$ cat config.mk
export PLATFORM = sky130hd
export DESIGN_NAME = spi_byte_slave
export DESIGN_NICKNAME = d
export VERILOG_FILES = /design/src/rtl/spi_pkg.sv /design/src/rtl/spi_sync_edge.sv /design/src/rtl/spi_byte_slave.sv
export SDC_FILE = /design/constraint.sdc
export NUM_CORES = 1
export LEC_CHECK = 0
export BUFFER_PORTS_ARGS = -buffer_cell sky130_fd_sc_hd__buf_2
export CORE_MARGIN = 2
export CORE_UTILIZATION = 57
export CTS_CLUSTER_SIZE = 10
export DETAILED_ROUTE_END_ITERATION = 8
export GPL_ROUTABILITY_DRIVEN = 0
export PLACE_DENSITY = 0.81
export REMOVE_ABC_BUFFERS = 1
export SLEW_MARGIN = 20
export SYNTH_ARGS = -nofsm -noshare
export SYNTH_HDL_FRONTEND = slang
export SYNTH_SLANG_ARGS = --single-unit
$ cat constraint.sdc
create_clock -name clk -period 3.8 [get_ports clk]
set_input_delay 0 -clock clk [delete_from_list [all_inputs] [get_ports clk]]
set_output_delay 0 -clock clk [all_outputs]
set_load 0.05 [all_outputs]
$ cat src/rtl/spi_pkg.sv
// Shared SPI definitions: byte width, default idle byte and slave state encoding.
package spi_pkg;

  localparam int unsigned SPI_BYTE_W = 8;

  localparam logic [SPI_BYTE_W-1:0] SPI_IDLE_BYTE = 8'h00;

  typedef enum logic [0:0] {
    IDLE,
    ACTIVE
  } spi_slv_state_t;

endpackage

$ cat src/rtl/spi_sync_edge.sv
// Multi-stage synchroniser for an asynchronous pin, with rise/fall detect on the
// synchronised value.
module spi_sync_edge #(
  parameter int unsigned Stages   = 2,
  parameter logic        ResetVal = 1'b0
) (
  input  logic clk,
  input  logic rst,
  input  logic din_i,
  output logic sync_o,
  output logic rise_o,
  output logic fall_o
);

  logic [Stages-1:0] sync_q, sync_d;
  logic              dly_q, dly_d;

  always_comb begin
    sync_d = {sync_q[Stages-2:0], din_i};
    dly_d  = sync_q[Stages-1];
  end

  always_ff @(posedge clk or posedge rst) begin
    if (rst) begin
      sync_q <= {Stages{ResetVal}};
      dly_q  <= ResetVal;
    end else begin
      sync_q <= sync_d;
      dly_q  <= dly_d;
    end
  end

  assign sync_o = sync_q[Stages-1];
  assign rise_o = sync_o & ~dly_q;
  assign fall_o = ~sync_o & dly_q;

endmodule

$ cat src/rtl/spi_byte_slave.sv
// Mode-0 SPI slave byte engine with oversampled pins and a one-entry TX holding register.
// Optional idle-byte substitution counter enabled by SPI_SLAVE_UNDERRUN_CNT_EN.
module spi_byte_slave
  import spi_pkg::*;
#(
  parameter logic [SPI_BYTE_W-1:0] IDLE_BYTE   = SPI_IDLE_BYTE,
  parameter int unsigned           SYNC_STAGES = 2
) (
  input  logic                  clk,
  input  logic                  rst,
  input  logic                  sclk,
  input  logic                  mosi,
  input  logic                  cs_n_pin,
  output logic                  miso,
  output logic                  miso_oe,
  output logic [SPI_BYTE_W-1:0] rx_data,
  output logic                  rx_valid,
  input  logic [SPI_BYTE_W-1:0] tx_data,
  input  logic                  tx_valid,
  output logic                  tx_ready,
  output logic                  busy,
  output logic                  cs_n,
  output logic [7:0]            underrun_cnt
);

  localparam int unsigned CntW = $clog2(SPI_BYTE_W);
  localparam logic [CntW-1:0] LastBit = CntW'(SPI_BYTE_W - 1);

  logic sclk_rise, sclk_fall, unused_sclk_sync;
  logic cs_rise, cs_fall;
  logic mosi_s;

  spi_sync_edge #(
    .Stages   (SYNC_STAGES),
    .ResetVal (1'b0)
  ) u_sclk_sync (
    .clk    (clk),
    .rst    (rst),
    .din_i  (sclk),
    .sync_o (unused_sclk_sync),
    .rise_o (sclk_rise),
    .fall_o (sclk_fall)
  );

  // Chip select resets to the deasserted level so a held-low pin re-enters cleanly.
  spi_sync_edge #(
    .Stages   (SYNC_STAGES),
    .ResetVal (1'b1)
  ) u_cs_sync (
    .clk    (clk),
    .rst    (rst),
    .din_i  (cs_n_pin),
    .sync_o (cs_n),
    .rise_o (cs_rise),
    .fall_o (cs_fall)
  );

  // Same depth as the SCLK path so MOSI is sampled in step with the detected edge.
  logic [SYNC_STAGES-1:0] mosi_sync_q, mosi_sync_d;

  always_comb begin
    mosi_sync_d = {mosi_sync_q[SYNC_STAGES-2:0], mosi};
  end

  always_ff @(posedge clk or posedge rst) begin
    if (rst) begin
      mosi_sync_q <= '0;
    end else begin
      mosi_sync_q <= mosi_sync_d;
    end
  end

  assign mosi_s = mosi_sync_q[SYNC_STAGES-1];

  spi_slv_state_t        state_q, state_d;
  logic [CntW-1:0]       bit_cnt_q, bit_cnt_d;
  logic [SPI_BYTE_W-1:0] rx_shift_q, rx_shift_d;
  logic [SPI_BYTE_W-1:0] tx_shift_q, tx_shift_d;
  logic [SPI_BYTE_W-1:0] rx_data_q, rx_data_d;
  logic                  rx_valid_q, rx_valid_d;
  logic [SPI_BYTE_W-1:0] hold_q, hold_d;
  logic                  hold_full_q, hold_full_d;
  logic                  reload_en;

  always_comb begin
    state_d     = state_q;
    bit_cnt_d   = bit_cnt_q;
    rx_shift_d  = rx_shift_q;
    tx_shift_d  = tx_shift_q;
    rx_data_d   = rx_data_q;
    rx_valid_d  = 1'b0;
    hold_d      = hold_q;
    hold_full_d = hold_full_q;
    reload_en   = 1'b0;

    if (tx_valid && !hold_full_q) begin
      hold_d      = tx_data;
      hold_full_d = 1'b1;
    end

    unique case (state_q)
      IDLE: begin
        if (cs_fall) begin
          state_d    = ACTIVE;
          bit_cnt_d  = '0;
          rx_shift_d = '0;
          reload_en  = 1'b1;
        end
      end
      ACTIVE: begin
        if (cs_rise) begin
          state_d    = IDLE;
          bit_cnt_d  = '0;
          rx_shift_d = '0;
          tx_shift_d = '0;
        end else if (sclk_rise) begin
          rx_shift_d = {rx_shift_q[SPI_BYTE_W-2:0], mosi_s};
          bit_cnt_d  = bit_cnt_q + 1'b1;
          if (bit_cnt_q == LastBit) begin
            rx_data_d  = {rx_shift_q[SPI_BYTE_W-2:0], mosi_s};
            rx_valid_d = 1'b1;
          end
        end else if (sclk_fall) begin
          if (bit_cnt_q == '0) begin
            reload_en = 1'b1;
          end else begin
            tx_shift_d = tx_shift_q << 1;
          end
        end
      end
      default: state_d = IDLE;
    endcase

    // A load cannot collide with a consuming reload: tx_ready is low while full.
    if (reload_en) begin
      if (hold_full_q) begin
        tx_shift_d  = hold_q;
        hold_full_d = 1'b0;
      end else begin
        tx_shift_d = IDLE_BYTE;
      end
    end
  end

  always_ff @(posedge clk or posedge rst) begin
    if (rst) begin
      state_q     <= IDLE;
      bit_cnt_q   <= '0;
      rx_shift_q  <= '0;
      tx_shift_q  <= '0;
      rx_data_q   <= '0;
      rx_valid_q  <= 1'b0;
      hold_q      <= '0;
      hold_full_q <= 1'b0;
    end else begin
      state_q     <= state_d;
      bit_cnt_q   <= bit_cnt_d;
      rx_shift_q  <= rx_shift_d;
      tx_shift_q  <= tx_shift_d;
      rx_data_q   <= rx_data_d;
      rx_valid_q  <= rx_valid_d;
      hold_q      <= hold_d;
      hold_full_q <= hold_full_d;
    end
  end

`ifdef SPI_SLAVE_UNDERRUN_CNT_EN
  logic [7:0] underrun_q, underrun_d;

  always_comb begin
    underrun_d = underrun_q;
    if (reload_en && !hold_full_q && (underrun_q != 8'hFF)) begin
      underrun_d = underrun_q + 8'd1;
    end
  end

  always_ff @(posedge clk or posedge rst) begin
    if (rst) begin
      underrun_q <= 8'h00;
    end else begin
      underrun_q <= underrun_d;
    end
  end

  assign underrun_cnt = underrun_q;
`else
  assign underrun_cnt = 8'h00;
`endif

  assign busy     = (state_q == ACTIVE);
  assign miso_oe  = busy;
  assign miso     = busy & tx_shift_q[SPI_BYTE_W-1];
  assign rx_data  = rx_data_q;
  assign rx_valid = rx_valid_q;
  assign tx_ready = ~hold_full_q;

endmodule

==> results.sh, run 1 <==
export IMPL_status="complete, no violations"
export IMPL_relSlewSlack=0.4633
export IMPL_avgSynthCellArea_sq_um=12.86
export IMPL_combPwrFrac=0.246
export IMPL_skew_ns=0.006549
export IMPL_clkTransAtPathRegs_ns=0.12
export IMPL_worst_path_buf_inv=0
export IMPL_final_util=0.6764
export IMPL_fp_row_count=21
export IMPL_synth_top_cells_by_area="dfrtp_1 53%, mux2_2 5.7%, mux2_4 4.6%, buf_4 4.2%, dfstp_2 4.0%"
export IMPL_end_kind="flop"
export IMPL_p_int_uw=775.9
export IMPL_first_pass_iters=4
export IMPL_root_buffer="clkbuf_4"
export IMPL_leakage_uw=0.001106
export IMPL_track_usage=0.2034
export IMPL_drive_above_1_share=0.3264
export IMPL_cp_max_fo=8
export IMPL_slowest_delay_ns=0.59
export IMPL_worst_pin_slew_ns=0.8042
export IMPL_setup_tns_ns=0
export IMPL_ys_async_sr_fraction=1.000
export IMPL_synth_top_cells_by_count="42 x dfrtp_1, 11 x buf_4, 11 x inv_1, 10 x mux2_2"
export IMPL_synth_most_common_cell="dfrtp_1"
export IMPL_start_util=0.5898
export IMPL_dp_cells=218
export IMPL_period_share=0.5136
export IMPL_crit_slowest_cell="dfstp_2"
export IMPL_yosysSeqAreaShare=0.5741
export IMPL_die_x_um=62.76
export IMPL_cp_top_family="flip-flops"
export IMPL_synth_edf_count=0
export IMPL_grt_max_degree=25
export IMPL_ant_nets=0
export IMPL_fin_cells=239
export IMPL_final_nets=209
export IMPL_hpwl_mm=2.525
export IMPL_sw_frac_of_total=0.3071
export IMPL_grt_antenna_before_repair=0
export IMPL_syn_area_sq_um=1968
export IMPL_crit_type="reg2reg"
export IMPL_grt_pass1_vias=1365
export IMPL_crit_arrival_ns=2.20
export IMPL_fmax_ghz=0.5124
export IMPL_wl_mm=3.549
export IMPL_setup_viol=0
export IMPL_synth_seq_cells=45
export IMPL_pwr_share_seq=0.563
export IMPL_synth_flop_cell="dfrtp_1"
export IMPL_numPortBuffers=27
export IMPL_htreeDepth=2
export IMPL_cap_violations=0
export IMPL_cts_resized=0
export IMPL_vdd_ir_drop_max_mv=0.3138
export IMPL_period_needed_ns=1.952
export IMPL_die_h_um=62.76
export IMPL_io_pins=36
export IMPL_num_antenna_cells=0
export IMPL_syn_to_final_growth_pct=14.69
export IMPL_startpoint_type="flop"
export IMPL_p_per_area_nw_per_um2=496.1
export IMPL_first_iter_violations=26
export IMPL_synth_largest_area_cell="dfrtp_1"
export IMPL_path_cells="nor2b_1 > a21oi_2 > o21ai_4 > mux2_4"
export IMPL_postCtsSetupRepairBufs=0
export IMPL_routedWlPerCell_um=14.85
export IMPL_hold_class="in2reg"
export IMPL_syn_inst=153
export IMPL_via_per_inst=5.377
export IMPL_synth_top_area_share=0.5340
export IMPL_finalHoldViolations=0
export IMPL_num_vias=1285
export IMPL_whs_ns=0.2761
export IMPL_insertion_delay_ns=0.35
export IMPL_synth_cell_type_count=35
export IMPL_worstPathRequired_ns=4.05
export IMPL_core_sq_um=3337
export IMPL_grt_pass1_wl_mm=6.196
export IMPL_switchingPower_uw=343.9
export IMPL_cts_buffer_depth=2
export IMPL_clkPwrFrac=0.191
export IMPL_yosys_warnings=0
export IMPL_slew_violations=0
export IMPL_dieArea_sq_um=3939
export IMPL_drcViolationCount=0
export IMPL_cts_tree="done"
export IMPL_overflow=0
export IMPL_numCtsBuffers=5
export IMPL_cts_sinks=45
export IMPL_rsz0062_at_grt="false"
## cell usage in the layout (no fill, tap or decap), drive strengths merged
cell	instances
a32o	6
dlygate4sd3	13
nor2b	3
inv	13
nor3b	1
clkinv	2
dfrtp	42
o21a	1
nand2	6
nand2b	1
nand4	8
ha	3
o41ai	3
buf	28
conb	8
clkbuf	6
mux2	19
mux2i	1
maj3	1
a32oi	1
nor4bb	1
nand3	7
o21ai	11
dfstp	3
a21oi	2
nor2	2
a211oi	1
## worst paths after layout
check,depth (start not counted),start,end,slack (ns)
worst max-delay path,4,u_cs_sync.sync_q[1]$_DFF_PP1_,tx_shift_q[4]$_DFFE_PP0P_,1.85
worst min-delay path,2,sclk,u_sclk_sync.sync_q[0]$_DFF_PP0_,0.28
max in group asynchronous,4,rst,u_cs_sync.sync_q[0]$_DFF_PP1_,2.61
min in group asynchronous,3,rst,mosi_sync_q[1]$_DFF_PP0_,0.32
worst max register to register,4,u_cs_sync.sync_q[1]$_DFF_PP1_,tx_shift_q[4]$_DFFE_PP0P_,1.85
worst min register to register,0,mosi_sync_q[0]$_DFF_PP0_,mosi_sync_q[1]$_DFF_PP0_,0.36
## what timing repair did
action                                  CTS  global route
hold buffers                             13             0
endpoints found under the hold margin    33             0
endpoints found under the setup margin    0             0
## cells by family after synthesis
group / after synthesis / synth area share
flip-flops: 45 / 0.5741
buffers and inverters: 29 / 0.08519
AND/OR/NAND/NOR: 29 / 0.08646
AO/OA/AOI/OAI: 25 / 0.1011
multiplexers: 20 / 0.1252
adder cells (fa/ha/maj): 4 / 0.02607
other: 1 / 0.001905
## layer usage
| metal | part of all wire | up-vias | global-route usage |
|---|---|---|---|
| met5 | 0 | - | 0 |
| met4 | 0.016 | 0 | 0.06944 |
| met3 | 0.037 | 9 | 0.05586 |
| met2 | 0.53 | 32 | 0.3522 |
| met1 | 0.42 | 646 | 0.2448 |
| li1 | - | 598 | - |
## power by group through the flow
| stage | Sequential [uW] | Combinational (uW) | Clock (uW) |
|---|---|---|---|
| finish | 630 | 276 | 214 |
| floorplan | 625 | 210 | 0 |
| detailed placement | 635 | 269 | 0 |
| global route | 639 | 301 | 244 |
| CTS | 628 | 278 | 219 |
| global placement | 631 | 251 | 0 |
## sequential cells by signal, indices dropped and copies added, names as in the netlist
| signal | count |
|---|---|
| bit_cnt_q | 3 |
| busy | 1 |
| hold_full_q | 1 |
| hold_q | 8 |
| mosi_sync_q | 2 |
| rx_data | 8 |
| rx_shift_q | 7 |
| rx_valid | 1 |
| tx_shift_q | 8 |
| u_cs_sync.dly_q | 1 |
| u_cs_sync.sync_q | 2 |
| u_sclk_sync.dly_q | 1 |
| u_sclk_sync.sync_q | 2 |
## layout make-up
type	count	area (sq um)
clock inverters	2	10.01
repair buffers	41	272.8
well taps	46	57.56
clock buffers	6	41.29
flip-flops and latches	45	1130
fillers	254	1080
multi-input cells	86	696.9
inverters	13	48.80
## worst reg2reg max path, delay by kind of cell (launching register included)
family           cells  cell delay, ns
AND/OR/NAND/NOR      1            0.49
multiplexers         1            0.33
AO/OA/AOI/OAI        2            0.43
flip-flops           1            0.59
## stage by stage
stage                     cell area (sq um)  setup WS, ns  power, uW
after floorplan                        1876         1.519      835.1
after global placement                 2076         1.956      881.2
after detailed placement               2076         1.853      904.5
after CTS                              2257         1.840       1125
after global routing                   2257         1.750       1184
final                                  2257         1.848       1120
(Power assumes the default switching activity.)
==> run 2: changes to the inputs <==
--- a/config.mk
+++ b/config.mk
@@ -7,11 +7,11 @@
 export LEC_CHECK = 0
 export BUFFER_PORTS_ARGS = -buffer_cell sky130_fd_sc_hd__buf_2
 export CORE_MARGIN = 2
-export CORE_UTILIZATION = 57
+export CORE_UTILIZATION = 54
 export CTS_CLUSTER_SIZE = 10
 export DETAILED_ROUTE_END_ITERATION = 8
 export GPL_ROUTABILITY_DRIVEN = 0
-export PLACE_DENSITY = 0.81
+export PLACE_DENSITY = 0.78
 export REMOVE_ABC_BUFFERS = 1
 export SLEW_MARGIN = 20
 export SYNTH_ARGS = -nofsm -noshare
==> constraint.sdc (replaced) <==
create_clock -name clk -period 2 [get_ports clk]
set_input_delay 0 -clock clk [delete_from_list [all_inputs] [get_ports clk]]
set_output_delay 0 -clock clk [all_outputs]
set_load 0.05 [all_outputs]
==> results.sh, run 2 (synthesis results as in run 1) <==
export IMPL_wl_met3_um=183
export IMPL_switchingPower_uw=650.4
export IMPL_core_sq_um=3416
export IMPL_postCtsSetupRepairBufs=0
export IMPL_crit_end="tx_shift_q[4]$_DFFE_PP0P_"
export IMPL_p_per_area_nw_per_um2=984.8
export IMPL_grt_max_degree=46
export IMPL_fmax_ghz=0.5476
export IMPL_io_pins=36
export IMPL_track_usage=0.1898
export IMPL_routedWlPerCell_um=14.22
export IMPL_startpoint="bit_cnt_q[0]$_DFFE_PP0P_"
export IMPL_end_kind="flop"
export IMPL_relSlewSlack=0.6397
export IMPL_numPortBuffers=27
export IMPL_via_per_inst=5.352
export IMPL_wl_mm=3.470
export IMPL_clkPwrFrac=0.250
export IMPL_num_antenna_cells=0
export IMPL_dieArea_sq_um=4144
export IMPL_period_share=0.9131
export IMPL_slew_violations=0
export IMPL_fp_row_count=21
export IMPL_cp_max_fo=7
export IMPL_final_cell_mix="42 x dfrtp_1, 27 x buf_2, 13 x dlygate4sd3_1"
export IMPL_status="complete, no violations"
export IMPL_path_cells="inv_1 > ha_1 > nor4bb_2 > a211oi_2 > a32o_1 > mux2_4"
export IMPL_drcViolationCount=0
export IMPL_htreeDepth=2
export IMPL_total_power_uw=2297
export IMPL_dr_max_layer_used="met4"
export IMPL_setup_viol=0
export IMPL_syn_to_final_growth_pct=18.50
export IMPL_r2r_start="bit_cnt_q[0]$_DFFE_PP0P_"
export IMPL_sw_frac_of_total=0.2832
export IMPL_pre_cts_slack_ns=0.1912
export IMPL_ant_nets=0
export IMPL_drive_above_1_share=0.3485
export IMPL_first_pass_iters=4
export IMPL_insertion_delay_ns=0.36
export IMPL_vdd_ir_drop_max_mv=0.5596
export IMPL_grt_pass1_wl_mm=5.878
export IMPL_finalHoldViolations=0
export IMPL_first_iter_violations=98
export IMPL_worst_pin_slew_ns=0.5404
export IMPL_cts_sinks=45
export IMPL_cts_buffer_depth=2
export IMPL_rr_endpoint="tx_shift_q[4]$_DFFE_PP0P_"
export IMPL_pwr_share_seq=0.516
export IMPL_worstPathRequired_ns=2.26
export IMPL_cts_resized=0
export IMPL_wl_met1_mm=1.460
export IMPL_num_vias=1306
export IMPL_root_buffer="clkbuf_4"
export IMPL_clkTransAtPathRegs_ns=0.12
export IMPL_grt_pass1_vias=1307
export IMPL_combPwrFrac=0.234
export IMPL_crit_type="reg2reg"
export IMPL_cts_hold_buf=13
export IMPL_cap_violations=0
export IMPL_leakage_uw=0.001143
export IMPL_cts_tree="done"
export IMPL_numCtsBuffers=5
export IMPL_hold_class="in2reg"
export IMPL_r2r_slack_ns=0.17
export IMPL_wl_met2_mm=1.776
export IMPL_crit_arrival_ns=2.09
export IMPL_r2r_cells=6
export IMPL_hpwl_mm=2.293
export IMPL_start_util=0.5762
export IMPL_die_h_um=64.37
export IMPL_p_int_uw=1647
export IMPL_rsz0062_at_grt="false"
export IMPL_skew_ns=0.007556
export IMPL_grt_antenna_before_repair=0
export IMPL_fin_ws_ns=0.1739
export IMPL_period_needed_ns=1.826
export IMPL_die_x_um=64.37
export IMPL_crit_slowest_cell="dfrtp_1"
export IMPL_final_nets=214
export IMPL_startpoint_type="flop"
export IMPL_final_common_cell="dfrtp_1"
export IMPL_overflow=0
export IMPL_slowest_delay_ns=0.41
## run 2: cell count changes in the layout (fill, tap and decap cells not counted), sizes merged
cell,previous run,this run
bufinv,0,1
clkinv,2,0
buf,28,33
clkinvlp,0,1
## run 2: power by group through the flow
stage / logic, uW / registers (uW) / clock network, uW
2_1_floorplan: 399 / 1190 / 0
3_3_place_gp: 493 / 1190 / 0
3_5_place_dp: 520 / 1190 / 0
4_1_cts: 536 / 1180 / 594
5_1_grt: 582 / 1210 / 636
6_report: 538 / 1180 / 575
## run 2: layout make-up
cell class	count	area [sq um]
clock inverters	2	37.54
fillers	251	1084
multi-input cells	86	696.9
inverters	13	48.80
clock buffers	6	51.30
well taps	46	57.56
flip-flops and latches	45	1130
repair buffers	46	310.3
## run 2: per-stage QoR
| step | utilization | cells | cell area [sq um] | hold slack [ns] | setup TNS [ns] |
|---|---|---|---|---|---|
| 2_1_floorplan | - | 144 | 1876 | 0.004478 | -2.463 |
| 3_3_place_gp | 0.6187 | 223 | 2113 | 0.1054 | 0 |
| 3_5_place_dp | 0.6187 | 223 | 2113 | 0.1097 | 0 |
| 4_1_cts | 0.6828 | 244 | 2332 | 0.2645 | 0 |
| 5_1_grt | 0.6828 | 244 | 2332 | 0.2679 | 0 |
| 6_report | 0.6828 | 244 | 2332 | 0.2758 | 0 |
## run 2: how the worst min path moves through the flow
| stage | from | end | slack (ns) | depth (start not counted) |
|---|---|---|---|---|
| 3_5_place_dp | sclk | u_sclk_sync.sync_q[0]$_DFF_PP0_ | 0.11 | 1 |
| 2_1_floorplan | cs_n_pin | u_cs_sync.sync_q[0]$_DFF_PP1_ | 0.004 | 0 |
| 3_3_place_gp | cs_n_pin | u_cs_sync.sync_q[0]$_DFF_PP1_ | 0.11 | 1 |
| 6_report | sclk | u_sclk_sync.sync_q[0]$_DFF_PP0_ | 0.28 | 2 |
| 4_1_cts | sclk | u_sclk_sync.sync_q[0]$_DFF_PP0_ | 0.26 | 2 |
| 5_1_grt | cs_n_pin | u_cs_sync.sync_q[0]$_DFF_PP1_ | 0.27 | 2 |
## run 2: critical path: cells and delay by family (launching register included)
kind                       cells  cell delay, ns
adders and majority gates      1            0.15
DFF                            1            0.41
muxes                          1            0.25
AOI/OAI and AO/OA              2            0.45
buffers and inverters          1            0.10
and+or+nand+nor                1            0.36
## run 2: metal layers
| metal | track usage | vias to the layer above |
|---|---|---|
| li1 | - | 614 |
| met1 | 0.2259 | 645 |
| met2 | 0.3242 | 42 |
| met3 | 0.05810 | 5 |
| met4 | 0.06915 | 0 |
| met5 | 0 | - |
==> run 3: changes to the inputs <==
--- a/config.mk
+++ b/config.mk
@@ -11,6 +11,7 @@
 export CTS_CLUSTER_SIZE = 10
 export DETAILED_ROUTE_END_ITERATION = 8
 export GPL_ROUTABILITY_DRIVEN = 0
+export GPL_TIMING_DRIVEN = 0
 export PLACE_DENSITY = 0.78
 export REMOVE_ABC_BUFFERS = 1
 export SLEW_MARGIN = 20
==> results.sh, run 3 (synthesis results as in run 1) <==
export IMPL_skew_ns=0.01830
export IMPL_p_per_area_nw_per_um2=936.4
export IMPL_grt_pass1_vias=1258
export IMPL_via_per_inst=5.244
export IMPL_drive_above_1_share=0.3438
export IMPL_crit_type="reg2reg"
export IMPL_insertion_delay_ns=0.35
export IMPL_ant_nets=0
export IMPL_r2r_slack_ns=0.11
export IMPL_total_power_uw=2152
export IMPL_num_vias=1248
export IMPL_htreeDepth=2
export IMPL_fmax_ghz=0.5289
export IMPL_syn_to_final_growth_pct=16.78
export IMPL_placed_area_sq_um=2096
export IMPL_setup_viol=0
export IMPL_r2r_cells=4
export IMPL_wl_mm=3.323
export IMPL_crit_arrival_ns=2.14
export IMPL_drcViolationCount=0
export IMPL_status="complete, no violations"
export IMPL_hpwl_mm=2.352
export IMPL_numPortBuffers=27
export IMPL_cp_max_fo=15
export IMPL_cap_violations=0
export IMPL_end_kind="flop"
export IMPL_first_pass_iters=4
export IMPL_grt_pass1_wl_mm=5.727
export IMPL_vdd_ir_drop_max_mv=0.6560
export IMPL_clkTransAtPathRegs_ns=0.13
export IMPL_fp_row_count=21
export IMPL_period_needed_ns=1.891
export IMPL_leakage_uw=0.001116
export IMPL_worstPathRequired_ns=2.24
export IMPL_rsz0062_at_grt="false"
export IMPL_io_pins=36
export IMPL_worst_pin_slew_ns=0.7124
export IMPL_core_sq_um=3416
export IMPL_period_share=0.9454
export IMPL_cts_buffer_depth=2
export IMPL_start_util=0.5762
export IMPL_r2r_start="busy$_DFF_PP0_"
export IMPL_grt_antenna_before_repair=0
export IMPL_slowest_delay_ns=0.69
export IMPL_overflow=0
export IMPL_worst_path_buf_inv=1
export IMPL_relSlewSlack=0.5241
export IMPL_crit_slowest_cell="dfrtp_1"
export IMPL_finalHoldViolations=0
export IMPL_path_cells="inv_2 > o21a_1 > a32o_1 > mux2_4"
export IMPL_startpoint_type="flop"
export IMPL_postLayoutCellArea_sq_um=2298
export IMPL_postCtsSetupRepairBufs=0
export IMPL_numCtsBuffers=5
export IMPL_cp_top_family="flip-flops"
export IMPL_final_common_cell="dfrtp_1"
export IMPL_rr_endpoint="tx_shift_q[3]$_DFFE_PP0P_"
export IMPL_die_x_um=64.37
export IMPL_final_nets=209
export IMPL_num_antenna_cells=0
export IMPL_routedWlPerCell_um=13.96
export IMPL_root_buffer="clkbuf_4"
export IMPL_die_h_um=64.37
export IMPL_hold_class="in2async"
export IMPL_final_cell_mix="42 x dfrtp_1, 27 x buf_2, 13 x dlygate4sd3_1"
export IMPL_cts_tree="done"
export IMPL_cts_sinks=45
export IMPL_grt_max_degree=24
export IMPL_first_iter_violations=62
export IMPL_track_usage=0.1839
export IMPL_slew_violations=0
export IMPL_dieArea_sq_um=4144
run 3: changes by cell type in the layout (fill, tap and decap cells not counted), sizes merged:
cell | previous run | this run
bufinv | 1 | 0
buf | 33 | 28
run 3: worst min-delay path: cells and delay by family:
family   cells  cell delay, ns
buf+inv      3            1.03
run 3: metal layers:
layer	part of all wire	GRT usage	wire [um]
met2	0.49	0.3021	1612
met1	0.45	0.2264	1496
met5	0	0	0
met4	0.021	0.07713	69
met3	0.043	0.05458	144
run 3: final cells by class:
| cell class | count | area [sq um] |
|---|---|---|
| clock buffer | 6 | 51.30 |
| multi-input combinational | 86 | 710.7 |
| tap | 46 | 57.56 |
| inverter | 13 | 48.80 |
| sequential | 45 | 1130 |
| fill | 266 | 1117 |
| timing repair buffer | 41 | 292.8 |
| clock inverter | 1 | 7.507 |
run 3: repair_timing:
action | in CTS | in global routing
hold endpoints to repair | 33 | 0
setup endpoints to repair | 6 | 1
hold buffers | 13 | 0
resized for setup | 1 | 2
run 3: worst max-delay path by stage:
stage / slack [ns] / startpoint / cells past startpoint / to
after floorplan: -0.28 / busy$_DFF_PP0_ / 4 / tx_shift_q[1]$_DFFE_PP0P_
after global placement: 0.08 / u_cs_sync.sync_q[1]$_DFF_PP1_ / 4 / tx_shift_q[2]$_DFFE_PP0P_
after detailed placement: -0.01 / u_cs_sync.sync_q[1]$_DFF_PP1_ / 4 / tx_shift_q[4]$_DFFE_PP0P_
after CTS: 0.14 / u_sclk_sync.sync_q[1]$_DFF_PP0_ / 3 / rx_data[4]$_DFFE_PP0P_
after global routing: 0.02 / busy$_DFF_PP0_ / 4 / tx_shift_q[3]$_DFFE_PP0P_
final: 0.11 / busy$_DFF_PP0_ / 4 / tx_shift_q[3]$_DFFE_PP0P_
run 3: report_power, final:
part	total [uW]	internal [uW]	leakage (uW)	switching [uW]
registers	1190	1080	0.000574	111
clock network	434	165	0.0000303	270
logic	527	268	0.000512	259
run 3: metrics by stage:
stage / std cells / setup TNS (ns) / setup WS (ns) / utilization / hold WS, ns
final: 238 / 0 / 0.1093 / 0.6729 / 0.2093
after global routing: 238 / 0 / 0.02187 / 0.6729 / 0.2464
after CTS: 238 / 0 / 0.1355 / 0.6696 / 0.2247
after detailed placement: 218 / -0.06916 / -0.01319 / 0.6136 / 0.06180
after global placement: 217 / 0 / 0.08277 / 0.6055 / 0.1056
after floorplan: 144 / -2.463 / -0.2812 / - / 0.004478
